### src/rtl/lagarto_plic_core_if.sv
// Claim/complete handshake and notification bundle between the PLIC core
// (slave) and the hart-context / bus front-end side (master).
interface lagarto_plic_core_if #(
    parameter int ID_WIDTH = 4
);
    logic                claim_i;
    logic                complete_i;
    logic [ID_WIDTH-1:0] complete_id_i;
    logic                interrupt_notification_o;
    logic [ID_WIDTH-1:0] interrupt_id_o;
    logic [ID_WIDTH-1:0] claim_id_o;
    logic                claim_valid_o;

    modport master (
        output claim_i, complete_i, complete_id_i,
        input  interrupt_notification_o, interrupt_id_o, claim_id_o, claim_valid_o
    );

    modport slave (
        input  claim_i, complete_i, complete_id_i,
        output interrupt_notification_o, interrupt_id_o, claim_id_o, claim_valid_o
    );
endinterface

### src/rtl/lagarto_plic_core.sv
// Lagarto PLIC core: per-source level/edge gateways, priority/threshold
// arbitration and the claim/complete handshake for a single hart context.
module lagarto_plic_core #(
    parameter int NUMBER_OF_INTERRUPT_SOURCES = 8,
    parameter int PRIORITY_WIDTH              = 3,
    parameter int ID_WIDTH                    = $clog2(NUMBER_OF_INTERRUPT_SOURCES + 1)
) (
    input  logic                                                  clk_i,
    input  logic                                                  rstn_i,
    input  logic [NUMBER_OF_INTERRUPT_SOURCES-1:0]                interrupt_signal_i,
    input  logic [NUMBER_OF_INTERRUPT_SOURCES-1:0]                edge_mode_i,
    input  logic [NUMBER_OF_INTERRUPT_SOURCES-1:0]                interrupt_enable_i,
    input  logic [NUMBER_OF_INTERRUPT_SOURCES*PRIORITY_WIDTH-1:0] interrupt_priority_i,
    input  logic [PRIORITY_WIDTH-1:0]                             priority_threshold_i,
    lagarto_plic_core_if.slave                                    plic_if
);
    localparam int N = NUMBER_OF_INTERRUPT_SOURCES;

    typedef enum logic [1:0] {
        GW_IDLE       = 2'd0,
        GW_PENDING    = 2'd1,
        GW_IN_SERVICE = 2'd2
    } gw_state_e;

    gw_state_e           state_q [N];
    gw_state_e           state_d [N];
    logic [N-1:0]        prev_sample_q, prev_sample_d;
    logic [N-1:0]        missed_edge_q, missed_edge_d;
    logic [ID_WIDTH-1:0] interrupt_id_q, interrupt_id_d;
    logic                notification_q, notification_d;
    logic [ID_WIDTH-1:0] claim_id_q, claim_id_d;
    logic                claim_valid_q, claim_valid_d;

    logic [N-1:0]              trigger;
    logic [N-1:0]              claim_hit;
    logic [N-1:0]              complete_hit;
    logic [ID_WIDTH-1:0]       best_id;
    logic [PRIORITY_WIDTH-1:0] best_prio;
    logic [PRIORITY_WIDTH-1:0] cur_prio;

    // Level sources trigger while high; edge sources only on a 0->1 transition.
    assign trigger = interrupt_signal_i & ~(edge_mode_i & prev_sample_q);

    // Gateway next-state: pend on trigger, go in service on claim, release on complete.
    always_comb begin
        prev_sample_d = interrupt_signal_i;
        missed_edge_d = missed_edge_q;
        claim_hit     = '0;
        complete_hit  = '0;
        for (int i = 0; i < N; i++) begin
            state_d[i]      = state_q[i];
            // interrupt_id_q is never 0 for a real source, so an empty claim hits nothing.
            claim_hit[i]    = plic_if.claim_i && (interrupt_id_q == ID_WIDTH'(i + 1));
            // IDs 0 and > N never match any index, so they are ignored naturally.
            complete_hit[i] = plic_if.complete_i && (plic_if.complete_id_i == ID_WIDTH'(i + 1));
            case (state_q[i])
                GW_IDLE: begin
                    if (trigger[i]) state_d[i] = GW_PENDING;
                end
                GW_PENDING: begin
                    if (claim_hit[i]) state_d[i] = GW_IN_SERVICE;
                    if (edge_mode_i[i] && trigger[i]) missed_edge_d[i] = 1'b1;
                end
                GW_IN_SERVICE: begin
                    if (complete_hit[i]) begin
                        // An edge remembered during service (or arriving now) re-pends at once.
                        if (missed_edge_q[i] || (edge_mode_i[i] && trigger[i])) begin
                            state_d[i]       = GW_PENDING;
                            missed_edge_d[i] = 1'b0;
                        end else begin
                            state_d[i] = GW_IDLE;
                        end
                    end else if (edge_mode_i[i] && trigger[i]) begin
                        missed_edge_d[i] = 1'b1;
                    end
                end
                default: state_d[i] = GW_IDLE;
            endcase
        end
    end

    // Arbitration: highest eligible priority wins, strict compare keeps the lowest ID on ties.
    always_comb begin
        best_id   = '0;
        best_prio = '0;
        cur_prio  = '0;
        for (int i = 0; i < N; i++) begin
            cur_prio = interrupt_priority_i[i*PRIORITY_WIDTH +: PRIORITY_WIDTH];
            // The source being claimed this cycle is masked so it cannot be returned twice.
            if ((state_q[i] == GW_PENDING) && interrupt_enable_i[i] && !claim_hit[i] &&
                (cur_prio != '0) && (cur_prio > priority_threshold_i) &&
                (cur_prio > best_prio)) begin
                best_prio = cur_prio;
                best_id   = ID_WIDTH'(i + 1);
            end
        end
    end

    // Output next-state: registered candidate and claim response.
    always_comb begin
        interrupt_id_d = best_id;
        notification_d = (best_id != '0);
        claim_valid_d  = plic_if.claim_i;
        claim_id_d     = plic_if.claim_i ? interrupt_id_q : claim_id_q;
    end

    // State register for gateways and outputs.
    always_ff @(posedge clk_i or negedge rstn_i) begin
        if (!rstn_i) begin
            for (int i = 0; i < N; i++) state_q[i] <= GW_IDLE;
            prev_sample_q  <= '0;
            missed_edge_q  <= '0;
            interrupt_id_q <= '0;
            notification_q <= 1'b0;
            claim_id_q     <= '0;
            claim_valid_q  <= 1'b0;
        end else begin
            for (int i = 0; i < N; i++) state_q[i] <= state_d[i];
            prev_sample_q  <= prev_sample_d;
            missed_edge_q  <= missed_edge_d;
            interrupt_id_q <= interrupt_id_d;
            notification_q <= notification_d;
            claim_id_q     <= claim_id_d;
            claim_valid_q  <= claim_valid_d;
        end
    end

    assign plic_if.interrupt_notification_o = notification_q;
    assign plic_if.interrupt_id_o           = interrupt_id_q;
    assign plic_if.claim_id_o               = claim_id_q;
    assign plic_if.claim_valid_o            = claim_valid_q;
endmodule

### src/flat_wrapper.sv
// flat-port wrapper written by rule: the top's interface ports become plain ports
module lagarto_plic_core_flat 
#(
    parameter int NUMBER_OF_INTERRUPT_SOURCES = 8,
    parameter int PRIORITY_WIDTH              = 3,
    parameter int ID_WIDTH                    = $clog2(NUMBER_OF_INTERRUPT_SOURCES + 1)
)
  (clk_i, rstn_i, interrupt_signal_i, edge_mode_i, interrupt_enable_i, interrupt_priority_i, priority_threshold_i, plic_if_claim_i, plic_if_complete_i, plic_if_complete_id_i, plic_if_interrupt_notification_o, plic_if_interrupt_id_o, plic_if_claim_id_o, plic_if_claim_valid_o);
  lagarto_plic_core_if #(.ID_WIDTH(ID_WIDTH)) plic_if_i ();
  input  logic clk_i;
  input  logic rstn_i;
  input  logic [NUMBER_OF_INTERRUPT_SOURCES-1:0] interrupt_signal_i;
  input  logic [NUMBER_OF_INTERRUPT_SOURCES-1:0] edge_mode_i;
  input  logic [NUMBER_OF_INTERRUPT_SOURCES-1:0] interrupt_enable_i;
  input  logic [NUMBER_OF_INTERRUPT_SOURCES*PRIORITY_WIDTH-1:0] interrupt_priority_i;
  input  logic [PRIORITY_WIDTH-1:0] priority_threshold_i;
  input wire logic [$bits(plic_if_i.claim_i)-1:0] plic_if_claim_i;
  input wire logic [$bits(plic_if_i.complete_i)-1:0] plic_if_complete_i;
  input wire logic [$bits(plic_if_i.complete_id_i)-1:0] plic_if_complete_id_i;
  output wire logic [$bits(plic_if_i.interrupt_notification_o)-1:0] plic_if_interrupt_notification_o;
  output wire logic [$bits(plic_if_i.interrupt_id_o)-1:0] plic_if_interrupt_id_o;
  output wire logic [$bits(plic_if_i.claim_id_o)-1:0] plic_if_claim_id_o;
  output wire logic [$bits(plic_if_i.claim_valid_o)-1:0] plic_if_claim_valid_o;
  assign plic_if_i.claim_i = plic_if_claim_i;
  assign plic_if_i.complete_i = plic_if_complete_i;
  assign plic_if_i.complete_id_i = plic_if_complete_id_i;
  assign plic_if_interrupt_notification_o = plic_if_i.interrupt_notification_o;
  assign plic_if_interrupt_id_o = plic_if_i.interrupt_id_o;
  assign plic_if_claim_id_o = plic_if_i.claim_id_o;
  assign plic_if_claim_valid_o = plic_if_i.claim_valid_o;
  lagarto_plic_core #(.NUMBER_OF_INTERRUPT_SOURCES(NUMBER_OF_INTERRUPT_SOURCES), .PRIORITY_WIDTH(PRIORITY_WIDTH), .ID_WIDTH(ID_WIDTH)) u_core (.clk_i(clk_i), .rstn_i(rstn_i), .interrupt_signal_i(interrupt_signal_i), .edge_mode_i(edge_mode_i), .interrupt_enable_i(interrupt_enable_i), .interrupt_priority_i(interrupt_priority_i), .priority_threshold_i(priority_threshold_i), .plic_if(plic_if_i));
endmodule
### config.mk
export PLATFORM = sky130hd
export DESIGN_NAME = lagarto_plic_core_flat
export DESIGN_NICKNAME = d
export VERILOG_FILES = /design/src/rtl/lagarto_plic_core_if.sv /design/src/rtl/lagarto_plic_core.sv /design/src/flat_wrapper.sv
export SDC_FILE = /design/constraint.sdc
export NUM_CORES = 1
export LEC_CHECK = 0
export CAP_MARGIN = 20
export CORE_ASPECT_RATIO = 1.5
export CORE_MARGIN = 3
export CORE_UTILIZATION = 38
export CTS_BUF_LIST = sky130_fd_sc_hd__clkbuf_4
export DETAILED_ROUTE_END_ITERATION = 8
export GPL_ROUTABILITY_DRIVEN = 1
export GPL_TIMING_DRIVEN = 0
export PLACE_DENSITY = 0.6
export RECOVER_POWER = 25
export SYNTH_ARGS = -nofsm -noshare
export SYNTH_HDL_FRONTEND = slang
export SYNTH_SLANG_ARGS = --single-unit
export TNS_END_PERCENT = 20
### constraint.sdc
create_clock -name clk_i -period 20.2 [get_ports clk_i]
set_input_delay 3.03 -clock clk_i [delete_from_list [all_inputs] [get_ports clk_i]]
set_output_delay 3.03 -clock clk_i [all_outputs]
set_load 0.02 [all_outputs]
==> flow_summary.yaml <==
route:
  vias_per_cell: 5.28
  firstDrtPassIters: 6
  vias: 3498
  drt.antenna.violating_nets: 0
  wl_per_cell_um: 14.6
  detailedRoute.firstIterationViolations: 83
  route.detailed.drc: 0
  drt-total-wl_um: 9680
cts:
  clock-root-buffer: "clkbuf_4"
  cts-root-to-sink-buffers: 2
  cts_setup_buffers: 0
  tritoncts: "built"
  insertion_delay_ns: 0.37
  h-tree-depth: 2
  clock_sink_count: 42
  post_cts_resized: 0
  cts_hold_buf: 0
  cts-buffers-inserted: 5
  clkSlewWorstSetupHoldPaths_ns: 0.13
setup_path:
  crit_top_cell: "ha_1"
  cp-end-kind: "flip-flop"
  crit_slowest_cell: "nor4_1"
  critPathMaxFanout: 8
  worst_setup_path_start_kind: "input pin"
  cpLargestDelayFamily: "simple AND/OR/NAND/NOR gates"
  timing.critical_path.required_ns: 20.53
  worstPathBufferInverterCount: 4
  cp_slowest_stage_delay_ns: 0.72
  crit_type: "in2reg"
  critPathArrivalTime_ns: 13.50
sta:
  worst_clock_skew_ns: 0.0152
  headroom_to_the_max_slew_limit_pct: -37.2
  grt_setup_unrepaired: "no"
  maxSlewViolCount: 38
  layout_worst_path_cycle_share_pct: 65.2
  setup-violations-final: 0
  fin_crit_ns: 13.17
  layout_setup_ws_ns: 7.03
  max_slew.worst_pin.slew_ns: 2.06
  tns_ns: 0
  hold_ws_ns: 0.523
  finalHoldViolations: 0
  max_freq_mhz: 75.9
global_route:
  grt_first_pass_wirelength_um: 16300
  grt_total_ovfl: 0
  grt_start_max_net_pins: 38
  grt.total_usage_pct: 17.3
  grt_pass1_vias: 3664
  number_of_antenna_violations_at_the_first_check_in_global_routing: 0
logic_synthesis:
  synthCells: 446
  syn_area_per_cell_um2: 8.94
  yosysWarnings: 0
  total_of_flip_flops_plus_latches_after_synthesis: 42
  syn-num-nets: 584
  yosys_most_used_dff: "dfrtp_1"
  mappedNetlistArea_um2: 3990
  ys_async_sr_fraction_pct: 100
  synth_enable_flop_cells: 0
  synth_cell_type_count: 54
  synth_seq_area_share_pct: 26.4
power:
  max-vdd-ir-drop_uv: 49.8
  leakagePower_nw: 2.27
  cellPowerDensity_nw_per_um2: 87.2
  cell_internal_pwr_mw: 0.241
  combinational_power_share_pct: 56.8
  clock_power_share_pct: 10.2
  swShare_pct: 43.4
  net-switching-power_mw: 0.185
  power.share.sequential_pct: 33.0
die:
  placementRows: 45
  floorplan.initialDensity_pct: 39.1
  die_width_um: 89.6
  die_area_um2: 11800
  die_h_um: 131
  coreArea_um2: 10200
  ios: 69
final_layout:
  most-common-layout-cells: "ha_1 (79), clkdlybuf4s50_1 (67), nand2_1 (60)"
  layout-drive-gt1-share_pct: 7.47
  area_growth_pct: 22.8
  antennaDiodeCount: 0
  leading_cell_type_in_the_layout_fill_and_taps_excluded: "ha_1"
  nNetsFinal: 660
  finish.utilization_pct: 48.0
  final_cell_area_um2: 4890
  n_fill_cell: 987
outcome:
  violations: "max-capacitance violations, max-slew violations"
  outcome: "finished with violations"
placed_design:
  placed_area_um2: 4860
  placement.io_buffers: 68
  gp_congestion: 0.850
  dp_worst_setup_slack_ns: 6.59
  dpl.hpwl_um: 7970
flow_run:
  reported_max_cap_violation_count: 1
hold_path:
  holdCritPathClass: "reg2reg"
worst paths after layout:
kind                                                        from                                 endpoint  slack [ns]  cells past startpoint
max in group asynchronous                                 rstn_i                  u_core.missed_edge_q[3]       15.44                      2
worst min-delay path                u_core.plic_if.claim_id_o[1]             u_core.plic_if.claim_id_o[1]        0.52                      1
worst max register to register  u_core.plic_if.interrupt_id_o[2]  u_core.plic_if.interrupt_notification_o        9.87                     44
worst max-delay path                     priority_threshold_i[2]  u_core.plic_if.interrupt_notification_o        7.03                     48
min in group asynchronous                                 rstn_i                        u_core.state_q[4]        2.52                      1
worst min register to register      u_core.plic_if.claim_id_o[1]             u_core.plic_if.claim_id_o[1]        0.52                      1
cells in the mapped netlist (2+ instances only):
library cell  count  area [um^2]
a21oi_2           2         17.5
inv_1            44          165
nand2b_1          4         25.0
and3_1            3         18.8
mux2_4            2         30.0
and4_1            2         17.5
o2111ai_1         3         26.3
o41ai_1           3         26.3
o21a_1            2         15.0
ha_1             79          988
dfrtp_1          42         1050
o21bai_1          9         67.6
a211oi_1          2         15.0
nand4_1           2         12.5
mux2i_1           3         30.0
nand2_1          60          225
o31ai_4           2         42.5
nor2b_1           7         43.8
a21o_1            7         52.6
nand3_1          22          110
a221oi_2          3         45.0
o31ai_1          12         90.1
o31a_1            2         17.5
nor2_1           22         82.6
or3_1             2         12.5
a21oi_1          23          115
nor3_1            8         40.0
mux2_2           11          124
a31oi_1          13         81.3
buf_6             2         22.5
o21ai_0          24          120
o311ai_0          2         17.5
final cells by class:
cell class | count | area [um^2] | share of cell area [%]
timing repair buffer | 69 | 678 | 13.9
tap | 141 | 176 | 3.61
buffer | 3 | 26.3 | 0.537
inverter | 44 | 165 | 3.38
clock buffer | 7 | 52.6 | 1.07
sequential | 42 | 1050 | 21.5
multi-input combinational | 357 | 2740 | 56.1
kinds of logic (layout without fill, tap and decap cells):
logic type               count (synthesis)  in the layout  share of synthesized area, %
AO/OA/AOI/OAI                          119            119                          21.7
buffers and inverters                   47            123                          4.80
multiplexers                            16             16                          4.62
AND/OR/NAND/NOR                        142            142                          17.4
flip-flops                              42             42                          26.4
adder cells (fa/ha/maj)                 80             80                          25.1
state kept, by name, summed over array words and instances, names as in the netlist:
name / count
u_core.plic_if.interrupt_id_o: 4
u_core.plic_if.claim_valid_o: 1
u_core.plic_if.interrupt_notification_o: 1
u_core.missed_edge_q: 8
u_core.prev_sample_q: 8
u_core.state_q: 16
u_core.plic_if.claim_id_o: 4
per-layer routing:
| layer | GRT usage (%) | share of wire [%] | up-vias |
|---|---|---|---|
| met3 | 2.95 | 3.6 | 10 |
| met1 | 19.6 | 42 | 1665 |
| met2 | 31.9 | 53 | 60 |
| li1 | - | - | 1763 |
| met4 | 5.13 | 1.6 | 0 |
| met5 | 0 | 0 | - |
through the flow:
stage / std cells / total power, mW
floorplan: 446 / 0.308
global placement: 655 / 0.377
detailed placement: 656 / 0.386
CTS: 663 / 0.432
global route: 663 / 0.471
finish: 663 / 0.427
power groups by stage:
stage | clock network [mW] | logic, mW | registers (mW)
floorplan | 0 | 0.166 | 0.142
global placement | 0 | 0.236 | 0.141
detailed placement | 0 | 0.244 | 0.142
CTS | 0.0460 | 0.246 | 0.141
global route | 0.0489 | 0.277 | 0.145
finish | 0.0436 | 0.242 | 0.141
Power figures use the tool's default switching activity.
